--- src/rtl/res_station.sv ---
// Reservation station: holds renamed ops until both operands are ready, wakes them from the CDB and issues the lowest ready entry.
// Latency: a write is visible at the next edge. A CDB wakeup makes the entry issuable one cycle later. Issue select is combinational from registered state.
// Backpressure: issue_valid/issue_ready handshake. The selected entry and its outputs hold while issue_ready=0. A write to an occupied slot is dropped and flagged on wr_err.
//
// Ports:
//   clk, rst (async, active-high), flush (sync clear of all entries)
//   res_st_wr_en/res_st_wr_addr/wr_* : entry write with both operand descriptors
//   cdb_valid/cdb_tag/cdb_data        : result broadcast used to wake waiting operands
//   free_addr/full/count              : occupancy status, derived from registered valid bits
//   wr_err                            : registered one-cycle pulse when a write was dropped
//   issue_valid/issue_ready/issue_*   : issue handshake and the selected entry's contents
module res_station #(
  parameter int RS_DEPTH      = 8,
  parameter int TAG_WIDTH     = 6,   // physical register file address width
  parameter int ROB_WIDTH     = 5,   // ROB index width
  parameter int PAYLOAD_WIDTH = 16,  // opaque micro-op width
  localparam int AW           = $clog2(RS_DEPTH)
) (
  input  logic                     clk,
  input  logic                     rst,
  input  logic                     flush,
  input  logic                     res_st_wr_en,
  input  logic [AW-1:0]            res_st_wr_addr,
  input  logic [PAYLOAD_WIDTH-1:0] wr_payload,
  input  logic [ROB_WIDTH-1:0]     wr_rob_idx,
  input  logic                     wr_rs1_rdy,
  input  logic [TAG_WIDTH-1:0]     wr_rs1_tag,
  input  logic [31:0]              wr_rs1_val,
  input  logic                     wr_rs2_rdy,
  input  logic [TAG_WIDTH-1:0]     wr_rs2_tag,
  input  logic [31:0]              wr_rs2_val,
  input  logic                     cdb_valid,
  input  logic [TAG_WIDTH-1:0]     cdb_tag,
  input  logic [31:0]              cdb_data,
  output logic [AW-1:0]            free_addr,
  output logic                     full,
  output logic [AW:0]              count,
  output logic                     wr_err,
  output logic                     issue_valid,
  input  logic                     issue_ready,
  output logic [PAYLOAD_WIDTH-1:0] issue_payload,
  output logic [ROB_WIDTH-1:0]     issue_rob_idx,
  output logic [31:0]              issue_rs1_val,
  output logic [31:0]              issue_rs2_val
);

  typedef struct packed {
    logic [PAYLOAD_WIDTH-1:0] payload;
    logic [ROB_WIDTH-1:0]     rob_idx;
    logic [TAG_WIDTH-1:0]     rs1_tag;
    logic [31:0]              rs1_val;
    logic [TAG_WIDTH-1:0]     rs2_tag;
    logic [31:0]              rs2_val;
  } entry_t;

  entry_t              ent [RS_DEPTH];
  logic [RS_DEPTH-1:0] valid;
  logic [RS_DEPTH-1:0] rs1_rdy;
  logic [RS_DEPTH-1:0] rs2_rdy;

  logic [RS_DEPTH-1:0] ready_vec;
  logic [AW-1:0]       sel;
  logic                fire;
  logic                slot_free;
  logic                wr_acc;
  logic                wr_drop;
  logic                wr_rs1_hit;
  logic                wr_rs2_hit;
  entry_t              wr_ent;

  // Issue candidates come from registered rdy bits only, so a CDB wakeup
  // never reaches the issue port in the same cycle.
  assign ready_vec = valid & rs1_rdy & rs2_rdy;

  // Lowest-index ready entry: scanning downward lets the lowest hit win.
  always_comb begin
    issue_valid = 1'b0;
    sel         = '0;
    for (int i = RS_DEPTH - 1; i >= 0; i--) begin
      if (ready_vec[i]) begin
        issue_valid = 1'b1;
        sel         = AW'(i);
      end
    end
  end

  always_comb begin
    issue_payload = '0;
    issue_rob_idx = '0;
    issue_rs1_val = '0;
    issue_rs2_val = '0;
    if (issue_valid) begin
      issue_payload = ent[sel].payload;
      issue_rob_idx = ent[sel].rob_idx;
      issue_rs1_val = ent[sel].rs1_val;
      issue_rs2_val = ent[sel].rs2_val;
    end
  end

  // Occupancy status from the registered valid bits.
  always_comb begin
    free_addr = '0;
    full      = &valid;
    count     = '0;
    for (int i = RS_DEPTH - 1; i >= 0; i--) begin
      if (!valid[i]) begin
        free_addr = AW'(i);
      end
    end
    for (int i = 0; i < RS_DEPTH; i++) begin
      count = count + {{AW{1'b0}}, valid[i]};
    end
  end

  // Flush kills the handshake so the entry is not freed by both flush and issue.
  assign fire = issue_valid & issue_ready & ~flush;

  // A slot that is being issued this cycle may be overwritten.
  assign slot_free = ~valid[res_st_wr_addr] | (fire & (sel == res_st_wr_addr));
  assign wr_acc    = res_st_wr_en & ~flush & slot_free;
  assign wr_drop   = res_st_wr_en & ~flush & ~slot_free;

  // CDB result arriving alongside the write lands the operand already ready.
  assign wr_rs1_hit = cdb_valid & ~wr_rs1_rdy & (wr_rs1_tag == cdb_tag);
  assign wr_rs2_hit = cdb_valid & ~wr_rs2_rdy & (wr_rs2_tag == cdb_tag);

  always_comb begin
    wr_ent.payload = wr_payload;
    wr_ent.rob_idx = wr_rob_idx;
    wr_ent.rs1_tag = wr_rs1_tag;
    wr_ent.rs1_val = wr_rs1_hit ? cdb_data : wr_rs1_val;
    wr_ent.rs2_tag = wr_rs2_tag;
    wr_ent.rs2_val = wr_rs2_hit ? cdb_data : wr_rs2_val;
  end

  always_ff @(posedge clk or posedge rst) begin
    if (rst) begin
      valid   <= '0;
      rs1_rdy <= '0;
      rs2_rdy <= '0;
      wr_err  <= 1'b0;
      for (int i = 0; i < RS_DEPTH; i++) begin
        ent[i] <= '0;
      end
    end else begin
      wr_err <= wr_drop;
      if (flush) begin
        valid <= '0;
      end else begin
        // Wake waiting operands of occupied entries.
        if (cdb_valid) begin
          for (int i = 0; i < RS_DEPTH; i++) begin
            if (valid[i] && !rs1_rdy[i] && ent[i].rs1_tag == cdb_tag) begin
              rs1_rdy[i]     <= 1'b1;
              ent[i].rs1_val <= cdb_data;
            end
            if (valid[i] && !rs2_rdy[i] && ent[i].rs2_tag == cdb_tag) begin
              rs2_rdy[i]     <= 1'b1;
              ent[i].rs2_val <= cdb_data;
            end
          end
        end
        if (fire) begin
          valid[sel] <= 1'b0;
        end
        // Placed after the issue clear so a same-slot write wins.
        if (wr_acc) begin
          valid[res_st_wr_addr]   <= 1'b1;
          rs1_rdy[res_st_wr_addr] <= wr_rs1_rdy | wr_rs1_hit;
          rs2_rdy[res_st_wr_addr] <= wr_rs2_rdy | wr_rs2_hit;
          ent[res_st_wr_addr]     <= wr_ent;
        end
      end
    end
  end

endmodule

--- config.mk ---
export PLATFORM = sky130hd
export DESIGN_NAME = res_station
export DESIGN_NICKNAME = d
export VERILOG_FILES = /design/src/rtl/res_station.sv
export SDC_FILE = /design/constraint.sdc
export NUM_CORES = 2
export LEC_CHECK = 0
export BUFFER_PORTS_ARGS = -buffer_cell sky130_fd_sc_hd__clkbuf_2
export CORE_MARGIN = 2
export CORE_UTILIZATION = 35
export CTS_CLUSTER_SIZE = 20
export DETAILED_ROUTE_END_ITERATION = 10
export HOLD_SLACK_MARGIN = 0.02
export PLACE_DENSITY = 0.57
export SETUP_SLACK_MARGIN = 0.15
export SYNTH_ARGS = -nofsm -noshare
export SYNTH_HDL_FRONTEND = slang
export SYNTH_SLANG_ARGS = --single-unit
--- constraint.sdc ---
create_clock -name clk -period 48.7 [get_ports clk]
set_input_delay 4.87 -clock clk [delete_from_list [all_inputs] [get_ports clk]]
set_output_delay 4.87 -clock clk [all_outputs]
set_load 0.03 [all_outputs]
# After elaboration in Yosys (flattened, before gate mapping)
# Index checks and enable logic that the tools add are counted.
[totals] regBits=801 inputBits=146 out_inout_bits=95 wordCells=282
[classes] addsub=7 n_lt_le_gt_ge=7 eq_ne=19 n_mux=119 bitwise_logic=25 n_reduce_logical=53
[ops] operator="$mux 32" count=52
[ops] operator="$bwmux 776" count=1
[ops] operator="$mux 749" count=1
[ops] operator="$bmux 97 s3" count=1
[ops] operator="$demux 97 s3" count=1
[ops] operator="$mux 97" count=3
[ops] operator="$eq 6x6->1" count=18
[ops] operator="$mux 8" count=10
[ops] operator="$mux 3" count=16
[ops] operator="$logic_and 1x1->1" count=35
[ops] operator="$mux 1" count=27
[ops] operator="$and 8x8->8" count=3
[ops] operator="$add 4x1->4" count=4
[ops] operator="$bwmux 8" count=2
[ops] operator="$logic_not 1->1" count=16
[ops] operator="$mux 16" count=1
[ops] operator="$and 1x1->1" count=10
[ops] operator="$ge 4x4->1 const B" count=2
[ops] operator="$lt 3x4->1 const B" count=2
[ops] operator="$not 3->4" count=2
[ops] operator="$not 8->8" count=1
[ops] operator="$or 8x8->8" count=1
[ops] operator="$reduce_and 8->1" count=1
[ops] operator="$demux 1 s3" count=2
[ops] operator="11 further kinds" count=18

# Logic depth before layout (Yosys ltp)
[depth] word_depth=21 ltp_mapped=12 depth_no_buf=9

# Worst setup path before layout
# No wires, ideal clock.
[synth_timing] path_kind="register to output" from="reg valid[0]" to="out count[2]" t_arrival_ns=3.123 t_required_ns=43.830 setup_slack_ns=40.707 stages_incl_launch_ff=10 path_buffers=0 cell_sequence="dfrtp_1 -> fa_1 -> inv_1 -> fa_1 -> fa_1 -> inv_1 -> ha_1 -> inv_1 -> fa_1 -> xnor2_1"
[synth_via] elab_chain_len=7
[synth_lines] item="start: declaration" line="57" rtl="logic [RS_DEPTH-1:0] valid;"
[synth_lines] item="start signal: assignment" line="138" rtl="valid <= '0;"
[synth_lines] item="start signal: assignment" line="148" rtl="valid <= '0;"
[synth_lines] item="start signal: indexed assignment" line="164" rtl="valid[sel] <= 1'b0;"
[synth_lines] item="$add 1x1->2" line="111" rtl="count = count + {{AW{1'b0}}, valid[i]};"
[synth_lines] item="$add 2x1->3" line="111"
[synth_lines] item="$add 3x1->4" line="111"
[synth_lines] item="$add 4x1->4 (4 in a row)" line="111"
[synth_lines] item="end: declaration" line="37" rtl="output logic [AW:0] count,"
# No other way between the ends.

# Final worst setup path
[layout_timing] from="reg valid[1]" to="out issue_rs1_val[30]"
[layout_via] elab_chain_len=9 word_cells_on_any_way=11 classes_between="mux (8); bitwise (3)"
[layout_lines] item="$and 8x8->8 (*) (2 in a row)" line="73" rtl="assign ready_vec = valid & rs1_rdy & rs2_rdy;"
[layout_lines] item="$mux 3 (2 in a row)" line="80" rtl="if (ready_vec[i]) begin"
[layout_lines] item="$not 3->4 (not written as such)" line="95" rtl="issue_rs1_val = ent[sel].rs1_val;"
[layout_lines] item="$bmux 97 s3" line="95"
[layout_lines] item="$mux 97 (2 in a row)"
[layout_lines] item="$mux 32 (*)" line="92" rtl="if (issue_valid) begin"
[layout_lines] item="end: declaration" line="43" rtl="output logic [31:0] issue_rs1_val,"
# Every way passes the cells marked *; elsewhere a longest branch is shown, timed or not. The select of a mux whose other input is x is not followed.

==> key figures <==
CTS
  • Clock Pin Slew Worst Setup and Hold Paths: ~0.060 ns
  • Number of CTS-inserted buffers: a little over 90
  • Max clock buf depth: 3
  • Setup bufs post-CTS: 0
  • Number of H-tree branching levels: 3
  • Clock latency on the worst-skew pair: 0.68 ns
  • Number of hold-repair buffers added at the cts stage: 0
  • Clock tree from TritonCTS: yes
  • Post_cts resized: 0
  • Total number of clock tree sinks: 801
  • Buffer cell driving the clock tree root: sky130_fd_sc_hd__clkbuf_16

Timing
  • Hold Violations, Final: 0
  • Setup TNS: 0 ns
  • Worst-margin pin slew: approximately 1.3 ns
  • Worst relative slew slack: 12.50%
  • Setup violations, final: 0
  • Maximum frequency from static timing analysis: 101.1 MHz
  • Number of slew-limit violations in the final report: 0
  • RSZ-0062 raised after global routing: false
  • Final period util: 20.31%
  • Skew final: 0.03717 ns
  • Hold WS: between 0.4 and 0.5 ns
  • Worst setup margin: a little under 40 ns
  • Tmin final: roughly 10 ns

Layout
  • Utilization after layout: 39.56%
  • Final-layout fill cell count: 11512
  • Layout Area Growth over Synthesis: 12.29%
  • Layout cells sized above 1: 19.26%
  • Layout Cell Area excl Fill: approximately 0.047 mm2
  • Non-Filler Instances: between 5000 and 6000
  • Post-layout net count: 4506

Yosys
  • Cells after Synth: 4403
  • Warnings from Yosys: 0
  • Ranking of synthesized cells by area: sky130_fd_sc_hd__dfrtp_1, sky130_fd_sc_hd__nand2_1, sky130_fd_sc_hd__mux2i_1
  • Average size of a mapped cell: 9.424 um2
  • Number of synthesized flops with an enable pin: 0
  • Sequential area share after synthesis: 48.31%
  • Share of flip-flops with an asynchronous set or reset after synthesis: between 90% and 100%
  • Seq cells post-synth: 801
  • Area share of the largest cell type after synthesis: 48.31%
  • Number of distinct standard cells referenced by the synthesized netlist: 53
  • Total standard cell area after synthesis: 0.04149 mm2
  • Synth area leader: sky130_fd_sc_hd__dfrtp_1
  • Net count of the mapped netlist: 4557
  • Most instantiated flip-flop cell in the synthesis netlist: sky130_fd_sc_hd__dfrtp_1

Hold path
  • HP Class: reg2reg

Place
  • Number of instances in the placed design: 5794
  • Weighted congestion at the end of routability-driven global placement: 0.8217
  • HPWL after detailed placement: 85660 um
  • Placed cell area: 0.04350 mm2
  • Setup WS pre-CTS: 39.56 ns
  • Port Buf Inserts: 240

Worst setup path
  • Max FO, Critical Path: slightly below 80
  • Setup crit end kind: primary output
  • CP delay by family, top: buffers and inverters
  • Nature of the critical path startpoint: flip-flop
  • Crit path buf inv count: 3
  • Worst path most repeated cell: sky130_fd_sc_hd__buf_4
  • Critical path class: reg2out
  • Worst EP arrival: 5.02 ns
  • Required time at the endpoint of the critical path: 43.83 ns
  • Maximum cell stage delay along the critical path: ~0.86 ns
  • Cell Chain, Critical Path: nand3_1 > and2_4 > a21boi_4 > buf_4 > buf_4 > o22ai_1 > a211oi_1 > a21oi_1 > nor2_1 > clkbuf_2
  • Cell type of the slowest stage on the worst timing path: sky130_fd_sc_hd__buf_4

Pwr
  • Pwr/cell area: ~44 mW/mm2
  • Leakage power of the design: 19.44 nW
  • Worst supply voltage drop on vdd: 0.02619 mV
  • Final Power: 2.038 mW

Route
  • First-pass DRT Iterations: 6
  • Routed met2 length: approximately 70000 um
  • Avg Vias per Cell: 5.786
  • DRT met1 WL: 65040 um
  • Number of nets still failing antenna checks after routing: 0
  • Vias: about 35000
  • Routed length per placed instance: 25.28 um
  • Starting DRC count in detailed routing: 3432
  • Highest routing layer actually used: met5
  • Routed Wire Length: 150700 um
  • Post-route DRC violation count: 0
  • Met3 WL post-DR: 11940 um

Die
  • Area of the placeable core: 0.1178 mm2
  • DIE AREA: 0.1213 mm2
  • Die Ht: 348.3 um
  • Total number of placement rows: 126
  • Top-Level Pins: 241
  • DIE WIDTH: 348.3 um
  • Initial core utilization: 35.23%

Global route
  • Maximum number of pins on one net before global-route repair: 173
  • Via count of the first global-routing pass: between 30000 and 40000
  • Global route overflow: 0
  • Initial antenna violation count: 9
  • Global-route wire length before repair: 227200 um
  • All-layer global routing usage: 24.47%

Job
  • Count of maximum capacitance violations: 0

Status
  • Outcome: finished clean
## worst paths after layout
| path | from | endpoint | slack, ns | depth (start not counted) |
|---|---|---|---|---|
| setup / recovery | valid[1]$_DFF_PP0_ | issue_rs1_val[30] | 38.81 | 10 |
| hold / removal | ent[484]$_DFFE_PP0P_ | ent[484]$_DFFE_PP0P_ | 0.48 | 2 |
| setup reg to reg | valid[1]$_DFF_PP0_ | ent[400]$_DFFE_PP0N_ | 43.22 | 10 |
| hold reg to reg | ent[484]$_DFFE_PP0P_ | ent[484]$_DFFE_PP0P_ | 0.48 | 2 |
| max in group asynchronous | rst | ent[273]$_DFFE_PP0P_ | 41.91 | 4 |
| min in group asynchronous | rst | ent[530]$_DFFE_PP0N_ | 4.36 | 2 |
## layout by cell type (no fill, tap or decap), types with 5 or more instances in the layout
| master | n |
|---|---|
| sky130_fd_sc_hd__o22a_1 | 32 |
| sky130_fd_sc_hd__o21a_1 | 32 |
| sky130_fd_sc_hd__o21ai_0 | 241 |
| sky130_fd_sc_hd__o221a_2 | 126 |
| sky130_fd_sc_hd__a211oi_1 | 129 |
| sky130_fd_sc_hd__mux2_4 | 24 |
| sky130_fd_sc_hd__nand2_1 | 872 |
| sky130_fd_sc_hd__mux2i_1 | 226 |
| sky130_fd_sc_hd__nor3_1 | 16 |
| sky130_fd_sc_hd__xnor2_1 | 72 |
| sky130_fd_sc_hd__xor2_1 | 38 |
| sky130_fd_sc_hd__clkbuf_8 | 23 |
| sky130_fd_sc_hd__nor4_2 | 6 |
| sky130_fd_sc_hd__a21oi_4 | 5 |
| sky130_fd_sc_hd__buf_4 | 68 |
| sky130_fd_sc_hd__o21ai_1 | 11 |
| sky130_fd_sc_hd__a211o_1 | 32 |
| sky130_fd_sc_hd__clkbuf_16 | 94 |
| sky130_fd_sc_hd__clkinv_2 | 15 |
| sky130_fd_sc_hd__nor2_1 | 250 |
| sky130_fd_sc_hd__nor4_4 | 7 |
| sky130_fd_sc_hd__clkbuf_1 | 20 |
| sky130_fd_sc_hd__nand4_1 | 15 |
| sky130_fd_sc_hd__bufinv_16 | 6 |
| sky130_fd_sc_hd__or2_2 | 6 |
| sky130_fd_sc_hd__nand3_1 | 17 |
| sky130_fd_sc_hd__inv_1 | 47 |
| sky130_fd_sc_hd__o22ai_1 | 340 |
| sky130_fd_sc_hd__nor3b_1 | 5 |
| sky130_fd_sc_hd__clkbuf_2 | 239 |
| sky130_fd_sc_hd__nor2b_1 | 37 |
| sky130_fd_sc_hd__a2bb2oi_1 | 5 |
| sky130_fd_sc_hd__a21oi_2 | 10 |
| sky130_fd_sc_hd__dfrtp_1 | 801 |
| sky130_fd_sc_hd__a21oi_1 | 301 |
| sky130_fd_sc_hd__nand4b_1 | 6 |
| sky130_fd_sc_hd__mux2_2 | 193 |
## sequential cells by signal (all words and copies together) (netlist names)
register and cells:
ent 776, rs1_rdy 8, rs2_rdy 8, valid 8, wr_err 1
## synthesized netlist by cell type (all sizes together) (37+ instances only)
master  number
nor2b       37
nand2      876
o21ai      253
clkbuf     356
mux2i      226
dfrtp      801
o22ai      340
mux2       217
a21oi      316
a211oi     130
xor2        38
buf         97
nor2       253
xnor2       73
inv         48
o221a      128
## cells by family after synthesis
family	Yosys count	synth area share, %
flops	801	48.31
xor+xnor	111	2.361
buf+inv	501	4.963
fa+ha+maj	8	0.3136
mux	443	11.56
simple gates	1263	12.30
compound gates	1276	20.19
## metal layers
layer / global-route usage, % / vias to the layer above
met2: 39.35 / 1352
met1: 33.28 / 17385
met3: 4.610 / 252
met4: 7.722 / 8
met5: 0 / -
li1: - / 15506
## worst register-to-register path, cell delays in order (launching register included)
cell and delay, ns:
sky130_fd_sc_hd__dfrtp_1 0.50, sky130_fd_sc_hd__nand3_1 0.14, sky130_fd_sc_hd__and2_4 0.60, sky130_fd_sc_hd__buf_4 0.95, sky130_fd_sc_hd__o21ai_1 0.20, sky130_fd_sc_hd__xor2_1 0.25, sky130_fd_sc_hd__a41oi_2 0.37, sky130_fd_sc_hd__or4_2 1.25
sky130_fd_sc_hd__a21oi_4 0.32, sky130_fd_sc_hd__buf_4 0.52, sky130_fd_sc_hd__o221a_2 0.31
## area by class of cell
type | instances | area [um2] | area share [%]
Antenna cell | 3 | 7.507 | 0.01611
Clock buffer | 137 | 2744 | 5.889
Clock inverter | 29 | 340.3 | 0.7305
Inverter | 48 | 187.7 | 0.4028
Multi-Input combinational cell | 3101 | 19620 | 42.11
Sequential cell | 801 | 20040 | 43.02
Tap cell | 1536 | 1922 | 4.125
Timing Repair Buffer | 308 | 1727 | 3.706
## power by group
part / switching, mW / internal (mW)
Combinational: 0.197 / 0.194
Clock: 0.294 / 0.421
Sequential: 0.0982 / 0.834
Note: power is estimated with default switching activity, not from simulation.
